===== config.mk =====
export PLATFORM = sky130hd
export DESIGN_NAME = uart_rx_cfg
export DESIGN_NICKNAME = d
export VERILOG_FILES = /design/src/rtl/uart_pkg.sv /design/src/rtl/uart_baud_tick.sv /design/src/rtl/uart_rx_cfg.sv
export SDC_FILE = /design/constraint.sdc
export NUM_CORES = 1
export LEC_CHECK = 0
export ABC_CLOCK_PERIOD_IN_PS = 2000
export BUFFER_PORTS_ARGS = -buffer_cell sky130_fd_sc_hd__buf_4
export CORE_ASPECT_RATIO = 1.2
export CORE_MARGIN = 3
export CORE_UTILIZATION = 59
export CTS_CLUSTER_SIZE = 28
export DETAILED_ROUTE_END_ITERATION = 10
export GPL_TIMING_DRIVEN = 0
export HOLD_SLACK_MARGIN = 0.02
export PLACE_DENSITY = 0.88
export SYNTH_ARGS = -nofsm -noshare
export SYNTH_HDL_FRONTEND = slang
export SYNTH_SLANG_ARGS = --single-unit

===== constraint.sdc =====
create_clock -name clk -period 2 [get_ports clk]
set_input_delay 0.2 -clock clk [delete_from_list [all_inputs] [get_ports clk]]
set_output_delay 0.2 -clock clk [all_outputs]
set_load 0.01 [all_outputs]

===== src/rtl/uart_pkg.sv =====
// rtl/uart_pkg.sv - shared constants, FSM encoding and baud divider helper for the UART blocks
package uart_pkg;

    localparam int PARITY_NONE = 0;
    localparam int PARITY_EVEN = 1;
    localparam int PARITY_ODD  = 2;

    typedef enum logic [2:0] {
        ST_IDLE     = 3'd0,
        ST_START    = 3'd1,
        ST_DATA     = 3'd2,
        ST_PARITY   = 3'd3,
        ST_STOP     = 3'd4,
        ST_BRK_WAIT = 3'd5
    } rx_state_e;

    // Rounded clk-per-sample-tick divider.
    function automatic int calc_div(input longint freq, input longint rate, input longint os);
        return int'((freq + (rate * os) / 2) / (rate * os));
    endfunction

endpackage


===== src/rtl/uart_baud_tick.sv =====
// rtl/uart_baud_tick.sv - free-running oversample tick generator shared by UART rx and tx
module uart_baud_tick
    import uart_pkg::*;
#(
    parameter int FREQ       = 50_000_000,
    parameter int RATE       = 115_200,
    parameter int OVERSAMPLE = 16
) (
    input  logic clk,
    input  logic rst,
    output logic o_tick
);

    localparam int DIV = calc_div(FREQ, RATE, OVERSAMPLE);
    localparam int CW  = (DIV > 1) ? $clog2(DIV) : 1;
    localparam logic [CW-1:0] LAST = CW'(DIV - 1);

    logic [CW-1:0] cnt_q, cnt_d;

    always_comb begin
        cnt_d = (cnt_q == LAST) ? '0 : cnt_q + 1'b1;
    end

    always_ff @(posedge clk) begin
        if (rst) cnt_q <= '0;
        else     cnt_q <= cnt_d;
    end

    assign o_tick = (cnt_q == LAST);

endmodule


===== src/rtl/uart_rx_cfg.sv =====
// rtl/uart_rx_cfg.sv - configurable UART receiver with 3-sample majority vote,
// parity/framing/overrun/break reporting and a valid/ready frame output
module uart_rx_cfg
    import uart_pkg::*;
#(
    parameter int FREQ       = 50_000_000,
    parameter int RATE       = 115_200,
    parameter int OVERSAMPLE = 16,
    parameter int DATA_BITS  = 8,
    parameter int PARITY     = 0,
    parameter int STOP_BITS  = 1
) (
    input  logic                 clk,
    input  logic                 rst,
    input  logic                 i_rx,
    output logic [DATA_BITS-1:0] o_data,
    output logic                 o_vld,
    input  logic                 i_rdy,
    output logic                 o_parity_err,
    output logic                 o_frame_err,
    output logic                 o_overrun,
    output logic                 o_break
);

    localparam int SW = $clog2(OVERSAMPLE);
    localparam logic [SW-1:0] S_LO  = SW'(OVERSAMPLE / 2 - 1);
    localparam logic [SW-1:0] S_MID = SW'(OVERSAMPLE / 2);
    localparam logic [SW-1:0] S_HI  = SW'(OVERSAMPLE / 2 + 1);
    localparam logic [SW-1:0] S_END = SW'(OVERSAMPLE - 1);
    localparam logic [3:0] LAST_DATA = 4'(DATA_BITS - 1);
    localparam logic [3:0] LAST_STOP = 4'(STOP_BITS - 1);
    localparam logic       ODD_P     = (PARITY == PARITY_ODD);

    logic tick;

    uart_baud_tick #(.FREQ(FREQ), .RATE(RATE), .OVERSAMPLE(OVERSAMPLE)) u_tick (
        .clk    (clk),
        .rst    (rst),
        .o_tick (tick)
    );

    rx_state_e            state_q, state_d;
    logic [1:0]           sync_q, sync_d;
    logic [SW-1:0]        scnt_q, scnt_d;
    logic [3:0]           bcnt_q, bcnt_d;
    logic [DATA_BITS-1:0] shift_q, shift_d;
    logic [1:0]           smp_q, smp_d;
    logic                 prev_q, prev_d;
    logic                 par_bad_q, par_bad_d;
    logic                 stop_bad_q, stop_bad_d;
    logic                 ones_q, ones_d;
    logic [DATA_BITS-1:0] dout_q, dout_d;
    logic                 vld_q, vld_d;
    logic                 pe_q, pe_d;
    logic                 fe_q, fe_d;
    logic                 ovr_q, ovr_d;
    logic                 brk_q, brk_d;

    logic rx_s, maj, at_hi, at_end, ones_now, stop_bad_now;

    assign rx_s         = sync_q[1];
    // Valid only at S_HI: smp_q holds the S_LO and S_MID samples, rx_s is the third.
    assign maj          = (smp_q[1] & smp_q[0]) | (smp_q[1] & rx_s) | (smp_q[0] & rx_s);
    assign at_hi        = (scnt_q == S_HI);
    assign at_end       = (scnt_q == S_END);
    assign ones_now     = ones_q | maj;
    assign stop_bad_now = stop_bad_q | ~maj;

    always_comb begin
        state_d    = state_q;
        sync_d     = {sync_q[0], i_rx};
        scnt_d     = scnt_q;
        bcnt_d     = bcnt_q;
        shift_d    = shift_q;
        smp_d      = smp_q;
        prev_d     = prev_q;
        par_bad_d  = par_bad_q;
        stop_bad_d = stop_bad_q;
        ones_d     = ones_q;
        dout_d     = dout_q;
        vld_d      = vld_q & ~i_rdy;
        pe_d       = pe_q;
        fe_d       = fe_q;
        ovr_d      = 1'b0;
        brk_d      = 1'b0;

        if (tick) begin
            scnt_d = at_end ? '0 : scnt_q + 1'b1;
            if (scnt_q == S_LO || scnt_q == S_MID) smp_d = {smp_q[0], rx_s};

            case (state_q)
                ST_IDLE: begin
                    prev_d = rx_s;
                    scnt_d = '0;
                    if (prev_q && !rx_s) begin
                        state_d    = ST_START;
                        bcnt_d     = '0;
                        ones_d     = 1'b0;
                        par_bad_d  = 1'b0;
                        stop_bad_d = 1'b0;
                    end
                end
                ST_START: begin
                    if (at_hi && maj) state_d = ST_IDLE;
                    else if (at_end)  state_d = ST_DATA;
                end
                ST_DATA: begin
                    if (at_hi) begin
                        shift_d = {maj, shift_q[DATA_BITS-1:1]};
                        ones_d  = ones_now;
                    end
                    if (at_end) begin
                        if (bcnt_q == LAST_DATA) begin
                            bcnt_d  = '0;
                            state_d = (PARITY != PARITY_NONE) ? ST_PARITY : ST_STOP;
                        end else begin
                            bcnt_d = bcnt_q + 1'b1;
                        end
                    end
                end
                ST_PARITY: begin
                    if (at_hi) begin
                        par_bad_d = ((^shift_q) ^ maj) != ODD_P;
                        ones_d    = ones_now;
                    end
                    if (at_end) state_d = ST_STOP;
                end
                ST_STOP: begin
                    if (at_hi) begin
                        stop_bad_d = stop_bad_now;
                        ones_d     = ones_now;
                        // Last stop bit decides at its centre so the next start edge is never missed.
                        if (bcnt_q == LAST_STOP) begin
                            if (!ones_now) begin
                                brk_d   = 1'b1;
                                state_d = ST_BRK_WAIT;
                            end else begin
                                state_d = ST_IDLE;
                                prev_d  = 1'b1;
                                if (vld_q && !i_rdy) begin
                                    ovr_d = 1'b1;
                                end else begin
                                    dout_d = shift_q;
                                    pe_d   = par_bad_q;
                                    fe_d   = stop_bad_now;
                                    vld_d  = 1'b1;
                                end
                            end
                        end
                    end else if (at_end) begin
                        bcnt_d = bcnt_q + 1'b1;
                    end
                end
                ST_BRK_WAIT: begin
                    scnt_d = '0;
                    if (rx_s) begin
                        state_d = ST_IDLE;
                        prev_d  = 1'b1;
                    end
                end
                default: state_d = ST_IDLE;
            endcase
        end
    end

    always_ff @(posedge clk) begin
        if (rst) begin
            state_q    <= ST_IDLE;
            sync_q     <= 2'b11;
            scnt_q     <= '0;
            bcnt_q     <= '0;
            shift_q    <= '0;
            smp_q      <= '0;
            prev_q     <= 1'b0;
            par_bad_q  <= 1'b0;
            stop_bad_q <= 1'b0;
            ones_q     <= 1'b0;
            dout_q     <= '0;
            vld_q      <= 1'b0;
            pe_q       <= 1'b0;
            fe_q       <= 1'b0;
            ovr_q      <= 1'b0;
            brk_q      <= 1'b0;
        end else begin
            state_q    <= state_d;
            sync_q     <= sync_d;
            scnt_q     <= scnt_d;
            bcnt_q     <= bcnt_d;
            shift_q    <= shift_d;
            smp_q      <= smp_d;
            prev_q     <= prev_d;
            par_bad_q  <= par_bad_d;
            stop_bad_q <= stop_bad_d;
            ones_q     <= ones_d;
            dout_q     <= dout_d;
            vld_q      <= vld_d;
            pe_q       <= pe_d;
            fe_q       <= fe_d;
            ovr_q      <= ovr_d;
            brk_q      <= brk_d;
        end
    end

    assign o_data       = dout_q;
    assign o_vld        = vld_q;
    assign o_parity_err = pe_q;
    assign o_frame_err  = fe_q;
    assign o_overrun    = ovr_q;
    assign o_break      = brk_q;

endmodule


# [Word-level counts from Yosys, hierarchy flattened]
# Index checks and enable logic that the tools add are counted.
[totals] ff_bits=45 wordCells=128
[classes] addsub=3 eq_ne=24 muxes=39 bitwise=17 n_reduce_logical=28
[op_table] cell="two-way mux 3 bit" count=10
[op_table] cell="two-way mux 4 bit" count=7
[op_table] cell="inequality test 2 bit (second input constant)" count=11
[op_table] cell="case mux 3 bit (6 select lines)" count=1
[op_table] cell="AND reduction 6 bit" count=3
[op_table] cell="two-way mux 1 bit" count=16
[op_table] cell="equality test 4 bit (second input constant)" count=3
[op_table] cell="case mux 4 bit (3 select lines)" count=1
[op_table] cell="AND reduction 4 bit" count=3
[op_table] cell="AND reduction 9 bit" count=1
[op_table] cell="adder 4 x 1 -> 4 bit (second input constant)" count=2
[op_table] cell="equality test 4 x 3 -> 1 bit (second input constant)" count=2
[op_table] cell="NOT 1 bit" count=8
[op_table] cell="parity 8 bit" count=1
[op_table] cell="equality test 3 x 2 -> 1 bit (second input constant)" count=2
[op_table] cell="equality test 3 bit (second input constant)" count=2
[op_table] cell="case mux 1 bit (2 select lines)" count=3
[op_table] cell="nonzero test 2 bit" count=3
[op_table] cell="nonzero test 3 bit" count=2
[op_table] cell="OR reduction 6 bit" count=1
[op_table] cell="adder 5 x 1 -> 5 bit (second input constant)" count=1
[op_table] cell="equality test 5 bit (second input constant)" count=1
[op_table] cell="OR reduction 5 bit" count=1
[op_table] cell="bitwise AND 1 bit" count=4
[op_table] cell="15 further kinds" count=22

# [Logic depth before layout (Yosys ltp)]
# Gate-level depths: netlist of the first run.
[depth] depth_word=9 mapped_depth=8 ltp_nobuf=7

# [Cells and area by module]
# A second synthesis of the first run with hierarchy kept.
[unflattened] hier_cells=251 hier_area_um2=2269.7
[by_module_without_submodules] module="uart_rx_cfg" n_inst=1 cells_each=231 area_per_inst_um2=2067.0 seq_area_each_um2=800.8
[by_module_without_submodules] module="uart_baud_tick" n_inst=1 cells_each=20 area_per_inst_um2=202.7 seq_area_each_um2=100.1

# [Least setup slack after synthesis of the first run]
# OpenSTA, ideal clock, no wires.
[synth_timing] path_type="register -> register" from="register scnt_q[0]" to="register fe_q, in the netlist o_frame_err" setup_time_ns=0.132 arrival_time_ns=1.642 t_required_ns=1.868 setup_slack_ns=0.227 path_stages_with_launch=8 n_path_buf=1 synth_period_minus_slack_ns=1.773 cell_sequence="dfxtp_1 > ha_1 > nand3b_1 > nor4_2 > nand4_1 > buf_4 > nor3b_1 > nor3_1"
[synth_via] elab_chain_cells=2
[synth_rtl] item="from (decl)" line="uart_rx_cfg.sv:44" source="logic [SW-1:0] scnt_q, scnt_d;"
[synth_rtl] item="from (signal assigned)" line="uart_rx_cfg.sv:187" source="scnt_q <= scnt_d;"
[synth_rtl] item="equality test 4 bit" line="uart_rx_cfg.sv:64" source="assign at_hi = (scnt_q == S_HI);"
[synth_rtl] item="AND reduction 6 bit (no line)"
[synth_rtl] item="to (signal assigned)" line="uart_rx_cfg.sv:181" source="fe_q <= 1'b0;"
[synth_rtl] item="to (signal assigned)" line="uart_rx_cfg.sv:198" source="fe_q <= fe_d;"
[synth_rtl] item="to (decl)" line="uart_rx_cfg.sv:55" source="logic fe_q, fe_d;"
# Every way passes these cells.
# A chain may end at the register's enable or synchronous reset.

# [Worst setup path in the final report of the first run]
[layout_timing] from="register sync_q[1]" to="register dout_q[5], in the netlist o_data[5]"
[layout_via] elab_chain_cells=5 word_cells_on_any_way=6 classes_between="5 x bitwise; 1 x reduce/logical"
[layout_rtl] item="from (decl)" line="uart_rx_cfg.sv:43" source="logic [1:0] sync_q, sync_d;"
[layout_rtl] item="from (signal assigned)" line="uart_rx_cfg.sv:186" source="sync_q <= sync_d;"
[layout_rtl] item="bitwise AND 1 bit" line="uart_rx_cfg.sv:63" source="assign maj = (smp_q[1] & smp_q[0]) | (smp_q[1] & rx_s) | (smp_q[0] & rx_s);"
[layout_rtl] item="OR 1 bit" line="uart_rx_cfg.sv:63"
[layout_rtl] item="OR 1 bit (*)" line="uart_rx_cfg.sv:63"
[layout_rtl] item="OR 1 bit (*)" line="uart_rx_cfg.sv:66" source="assign ones_now = ones_q | maj;"
[layout_rtl] item="AND reduction 6 bit (no line) (*)"
[layout_rtl] item="to (signal assigned)" line="uart_rx_cfg.sv:195" source="dout_q <= dout_d;"
[layout_rtl] item="to (decl)" line="uart_rx_cfg.sv:52" source="logic [DATA_BITS-1:0] dout_q, dout_d;"
# Every way passes the cells marked *; elsewhere a longest branch is shown, timed or not.

==> results of run 1 <==
layer usage:
metal	track usage, %	up-vias	wire, microns
li1	-	873	-
met1	27.5	855	1970
met2	35.7	45	2300
met3	5.13	9	190
met4	8.96	0	97
met5	0	-	0
state kept, by name, summed over array words and instances, names as in the netlist:
register / cells
o_data: 8
shift_q: 8
u_tick.cnt_q: 5
bcnt_q: 4
scnt_q: 4
state_q: 3
smp_q: 2
sync_q: 2
o_break: 1
o_frame_err: 1
o_overrun: 1
o_parity_err: 1
o_vld: 1
ones_q: 1
par_bad_q: 1
prev_q: 1
stop_bad_q: 1
cells by family after synthesis:
family | Yosys count | share of synthesized area, %
buffers and inverters | 20 | 4.70
muxes | 21 | 9.63
AOI/OAI and AO/OA | 39 | 11.5
adders and majority gates | 8 | 4.53
and+or+nand+nor | 89 | 23.5
DFF | 45 | 41.3
xor gates and xnor gates | 12 | 4.82
cells in the mapped netlist (4+ instances only):
cell type  instances
nand2_1           10
inv_1              8
mux2i_1           21
nand3b_1           4
clkbuf_1           6
nor2_1            30
a21oi_1           15
nand3_1            7
nand2b_1           8
nor3_1             8
xnor2_1            9
dfxtp_1           45
ha_1               7
cell type report:
type | count | share of cell area (%)
multi-input cells | 169 | 48.4
flip-flops and latches | 45 | 36.2
repair buffers | 20 | 5.90
clock buffers | 6 | 2.90
plain buffers | 10 | 2.75
well taps | 37 | 1.85
inverters | 9 | 1.35
clock inverters | 2 | 0.600
metrics by stage:
stage               util, %  setup slack [ns]  TNS, ns  cells
floorplan                 -             0.227        0    234
global placement       68.0           -0.0275  -0.0275    287
detailed placement     68.0           -0.0772   -0.199    287
CTS                    71.0            0.0179        0    296
global route           72.5           -0.0712   -0.243    298
finish                 72.5            0.0774        0    298
report_power, final:
part           internal (W)  switching [W]
Clock              0.000246       0.000303
Sequential         0.000903     0.00000753
Combinational     0.0000208      0.0000264
Total               0.00117       0.000337
final timing paths:
kind / startpoint / end / slack (ns) / depth (start not counted)
setup / recovery: sync_q[1] / o_data[5] / 0.08 / 6
setup reg to reg: sync_q[1] / o_data[5] / 0.08 / 6
hold reg to reg: sync_q[0] / sync_q[1] / 0.42 / 1
hold / removal: i_rx / sync_q[0] / 0.08 / 2
timing repair:
item / in CTS / in global routing
gates resized for setup: 1 / 11
endpoints found under the setup margin: 16 / 26
buffers inserted: 1 / 2
cloned: 0 / 1
hold endpoints to repair: 0 / 0
pin swaps: 1 / 2
hold buffers: 0 / 0
==> results.tsv, run 1 <==
stage	metric	value	unit
synth	ys_types	50	
final_layout	n_fill_cell	238	
final_layout	multi_input_area	0.00121	sq mm
floorplan	dieHeight	72.6	microns
synth	yosys.area.top_type	dfxtp_1	
floorplan	dieArea	0.00447	sq mm
clock_network	h-tree-depth	2	
synth	syn-instance-count	234	
place	place_area	0.00235	sq mm
final_layout	antenna_cells	0	
clock_network	cts_tree	built	
routing	dr.pass1.iters	4	
sta	timing.hold.ws	0.0795	ns
synth	yosys.area.top_type_share	41.3	%
sta	setup_viol	0	
floorplan	coreArea	0.00345	sq mm
setup_path	crit_family	simple AND/OR/NAND/NOR gates	
pwr	ir_drop	552	uV
setup_path	crit_buf_inv	1	
grt	grt_max_degree	15	
synth	ys_warn_count	0	
synth	synth_edf_count	0	
clock_network	clock_latency	0.30	ns
place	port_buffers	16	
grt	grt-ovfl-total	0	
synth	synthTopCellsByArea	dfxtp_1 (41%), mux2i_1 (9.6%), nor2_1 (5.2%), ha_1 (4.0%), xnor2_1 (3.6%)	
floorplan	initial_utilization	63.2	%
min_path	hp-class	in2reg	
final_layout	final_common_cell	dfxtp_1	
synth	ys.flop_type	dfxtp_1	
sta	period_minus_slack	1.92	ns
synth	synthArstFlopShare	0	%
final_layout	seqCellArea	906	sq um
place	dpl.hpwl	3130	microns
setup_path	slowest_delay	0.37	ns
clock_network	numCtsBuffers	5	
routing	viasPerCell	5.98	
routing	drc	0	
floorplan	chipWidth	61.5	microns
final_layout	drive_gt1_share	19.5	%
routing	dr_total_vias	1782	
synth	synth-seq-cells	45	
final_layout	final_area	0.00250	sq mm
grt	grt_pass1_wl	7480	microns
routing	ant_nets	0	
routing	avgRoutedWirePerCell	15.3	microns
clock_network	cts.sinks	45	
setup_path	cp.required	2.18	ns
sta	tightestPinTransition	0.676	ns
setup_path	crit_path_cell_trace	maj3_2 > or2_1 > nand4_1 > buf_2 > mux2i_1 > nor2_1	
pwr	powerDensity	602	mW/mm^2
synth	syn_area	0.00218	sq mm
synth	syn-num-nets	245	
place	place.gp.congestion	0.925	
final_layout	syn_to_final_growth	14.7	%
pwr	p_leak	0.975	nW
sta	drv_slew	0	
sta	finalHoldViolations	0	
synth	synth_area_per_cell	9.33	sq um
pwr	p_total	0.00151	W
floorplan	num_rows	23	
grt	grt_pass1_vias	1664	
final_layout	final_cell_mix	dfxtp_1 (41), nor2_1 (30), mux2i_1 (20)	
sta	clock.fmax	520	MHz
flow_run	cap_violations	0	
grt	antenna_found_initial	0	
final_layout	fin_nets	271	
status	status	completed	
setup_path	cpMaxStageDelayCell	dfxtp_2	
grt	grt_usage	22.0	%
clock_network	clock_path_buffers	2	
routing	drt-initial-drc-count	98	
setup_path	cp-start-kind	flop	
sta	fin_crit_sh	96.1	%
setup_path	arrival	2.10	ns
synth	seq_area_frac_synth	41.3	%
routing	drt_wl_total	4560	microns
setup_path	endpoint_kind	flop	
clock_network	cts_root_buf	clkbuf_8	
sta	skew	0.00758	ns
setup_path	critical_path_class	reg2reg	
floorplan	ios	17	
sta	slew_headroom	54.6	%
clock_network	clk_transition_reported_paths	0.08	ns
setup_path	worst-path-max-fanout	6	
(Power assumes the default switching activity.)
==> inputs of run 2 (changes only) <==
--- a/config.mk
+++ b/config.mk
@@ -9,12 +9,13 @@
 export BUFFER_PORTS_ARGS = -buffer_cell sky130_fd_sc_hd__buf_4
 export CORE_ASPECT_RATIO = 1.2
 export CORE_MARGIN = 3
-export CORE_UTILIZATION = 59
+export CORE_UTILIZATION = 50
 export CTS_CLUSTER_SIZE = 28
 export DETAILED_ROUTE_END_ITERATION = 10
 export GPL_TIMING_DRIVEN = 0
 export HOLD_SLACK_MARGIN = 0.02
-export PLACE_DENSITY = 0.88
+export PLACE_DENSITY = 0.77
 export SYNTH_ARGS = -nofsm -noshare
 export SYNTH_HDL_FRONTEND = slang
+export SYNTH_HIERARCHICAL = 1
 export SYNTH_SLANG_ARGS = --single-unit
==> run 2 against run 1 <==
Sequential power hardly changed. Utilization fell by 12 points. Clock power up 4.6%. Largest power group unchanged. Sequential cell count is the same. Clock skew is 0.0018 ns lower. Register-to-register slack got worse by 0.02 ns.
==> results.tsv, run 2 <==
stage	metric	value	unit	change
grt	grt-ovfl-total	0		unchanged
setup_path	cp-start-kind	flop		
sta	finalHoldViolations	0		unchanged
clock_network	cts_root_buf	clkbuf_8		
pwr	ir_drop	481	uV	-13%
sta	clock.fmax	514	MHz	-1.1%
synth	ys_warn_count	6		+6
routing	drt_wl_total	4600	microns	+0.92%
routing	drc	0		unchanged
clock_network	h-tree-depth	2		unchanged
synth	synth_area_per_cell	9.04	sq um	-3.0%
synth	yosys.area.top_type	dfxtp_1		
floorplan	num_rows	26		+13%
synth	yosys.area.top_type_share	39.7	%	-1.6 points
routing	ant_nets	0		unchanged
synth	syn-num-nets	262		+6.9%
setup_path	critical_path_class	reg2reg		
pwr	comb_power_share	2.8	%	-0.3 points
place	dpl_worst_slack	-0.161	ns	-0.0836 ns
sta	tns	0	ns	unchanged
synth	synth-seq-cells	45		unchanged
pwr	intPower	0.00117	W	about the same
grt	grt_max_degree	16		+1
clock_network	numCtsBuffers	5		unchanged
setup_path	r2r_cells	9		+3
setup_path	worst-path-max-fanout	5		-1
final_layout	antenna_cells	0		unchanged
routing	viasPerCell	5.43		-9.2%
clock_network	clock_latency	0.30	ns	about the same
place	place.gp.congestion	0.944		+2.0%
min_path	holdPathStages	2		unchanged
synth	syn_area	0.00227	sq mm	+4.0%
synth	synthTopCellsByArea	dfxtp_1 (40%), mux2i_1 (11%), nor2_1 (6.4%), ha_1 (3.9%), xnor2_1 (3.5%)		
routing	dr.pass1.iters	4		unchanged
final_layout	final_cell_mix	dfxtp_1 (42), nor2_1 (39), mux2i_1 (24)		
sta	skew	0.00579	ns	-0.00179 ns
clock_network	clk_transition_reported_paths	0.09	ns	about the same
final_layout	finalNonFillerCells	337		+13%
pwr	pwr-share-seq	59.6	%	-0.8 points
final_layout	syn_to_final_growth	16.2	%	
status	status	completed		
sta	slew_headroom	65.9	%	+11 points
final_layout	drive_gt1_share	21.7	%	+2.2 points
min_path	hp-class	in2reg		
routing	dr_total_vias	1830		+2.7%
place	dpl.hpwl	3150	microns	+0.65%
floorplan	dieArea	0.00539	sq mm	+21%
pwr	swShare	23.5	%	+1.1 points
floorplan	dieHeight	79.8	microns	+9.9%
synth	ys_types	46		-8.0%
final_layout	final_area	0.00264	sq mm	+5.4%
sta	period_minus_slack	1.94	ns	+0.0223 ns
pwr	p_leak	1.05	nW	+7.9%
grt	grt_pass1_wl	7800	microns	+4.3%
final_layout	n_fill_cell	379		+59%
floorplan	ios	17		unchanged
synth	yosys-top-cells-count	dfxtp_1 (45), nor2_1 (39), mux2i_1 (24)		
setup_path	endpoint_kind	flop		
clock_network	cts_tree	built		
grt	grt_usage	18.6	%	-3.4 points
place	place_area	0.00246	sq mm	+4.7%
pwr	net-switching-power	0.000359	W	+6.5%
setup_path	cp.required	2.17	ns	about the same
floorplan	chipWidth	67.5	microns	+9.7%
clock_network	hold_buffers	0		unchanged
sta	setup_viol	0		unchanged
synth	synth_edf_count	0		unchanged
synth	syn-instance-count	251		+7.3%
synth	ys.flop_type	dfxtp_1		
final_layout	fin_nets	291		+7.4%
floorplan	coreArea	0.00433	sq mm	+25%
place	port_buffers	16		unchanged
synth	seq_area_frac_synth	39.7	%	-1.6 points
floorplan	initial_utilization	52.5	%	-11 points
final_layout	final_common_cell	dfxtp_1		
sta	tightestPinTransition	0.512	ns	-0.164 ns
sta	fin_crit_sh	97.2	%	+1.1 points
synth	yosysMostFrequentCell	dfxtp_1		
synth	synthArstFlopShare	0	%	unchanged
pwr	p_clk_share	37.6	%	+1.1 points
routing	avgRoutedWirePerCell	13.6	microns	-11%
grt	grt_pass1_vias	1758		+5.6%
clock_network	clock_path_buffers	2		unchanged
place	post-place-cells	323		+13%
routing	drt-initial-drc-count	109		+11%
clock_network	cts.sinks	45		unchanged
pwr	powerDensity	579	mW/mm^2	-3.8%
setup_path	arrival	2.12	ns	+0.02 ns
grt	antenna_found_initial	0		unchanged
sta	drv_slew	0		unchanged
sta	rsz0062_at_grt	yes		
flow_run	cap_violations	0		unchanged
sta	finalWorstSetupSlack	0.0550	ns	-0.0223 ns
run 2: metal layers:
metal	track usage [%]	share of wire (%)	vias up	wire length [microns]
met4	6.49	2.5	0	115
met2	30.8	49	35	2260
li1	-	-	924	-
met5	0	0	-	0
met1	23.0	45	857	2070
met3	4.51	3.3	14	153
run 2: through the flow:
| stage | power [W] | util (%) | hold slack (ns) |
|---|---|---|---|
| 2_1_floorplan | 0.000952 | - | 0.304 |
| 6_report | 0.00153 | 61.0 | 0.0759 |
| 5_1_grt | 0.00159 | 61.0 | 0.0741 |
| 4_1_cts | 0.00153 | 59.5 | 0.0777 |
| 3_3_place_gp | 0.000967 | 56.9 | 0.390 |
| 3_5_place_dp | 0.000968 | 56.9 | 0.391 |
run 2: final cells by class:
type / count / area, sq um / area share (%)
repair buffers: 22 / 169 / 6.40
clock inverters: 3 / 21.3 / 0.806
flip-flops and latches: 45 / 905 / 34.3
well taps: 56 / 70.1 / 2.66
plain buffers: 12 / 68.8 / 2.61
clock buffers: 5 / 68.8 / 2.61
inverters: 9 / 33.8 / 1.28
multi-input cells: 185 / 1300 / 49.3
run 2: power groups by stage:
stage	combinational, W	sequential (W)	clock (W)
after detailed placement	0.0000378	0.000930	0
after CTS	0.0000378	0.000909	0.000585
after global placement	0.0000375	0.000930	0
after floorplan	0.0000241	0.000928	0
after global routing	0.0000481	0.000913	0.000625
final	0.0000426	0.000911	0.000574
run 2: logic make-up (layout without fill, tap and decap cells):
logic type | Yosys count | after routing | share of synthesized area (%)
DFF | 45 | 45 | 39.7
xor gates and xnor gates | 13 | 13 | 5.02
and+or+nand+nor | 106 | 106 | 25.5
muxes | 24 | 24 | 10.6
buffers and inverters | 21 | 51 | 4.41
AOI/OAI and AO/OA | 33 | 33 | 9.92
adders and majority gates | 9 | 9 | 4.85
run 2: worst paths after layout:
| check | to | slack [ns] | startpoint |
|---|---|---|---|
| worst max-delay path | o_data[7] | 0.06 | u_tick/cnt_q[0] |
| worst min-delay path | sync_q[0] | 0.08 | i_rx |
| worst max register to register | o_data[7] | 0.06 | u_tick/cnt_q[0] |
| worst min register to register | sync_q[1] | 0.42 | sync_q[0] |
run 2: what timing repair did:
item                       4_1_cts  5_1_grt
setup endpoints to repair       11       20
gates resized for setup          1       14
cloned                           0        1
pin swaps                        1        4
buffers inserted                 3        2
run 2: worst max-delay path: stages (launching register included):
cell       delay [ns]
dfxtp_2          0.35
inv_2            0.06
ha_4             0.11
and4b_2          0.23
and4bb_2         0.29
o2111ai_4        0.16
nor2b_4          0.21
buf_6            0.16
mux2i_1          0.19
nor2_1           0.06
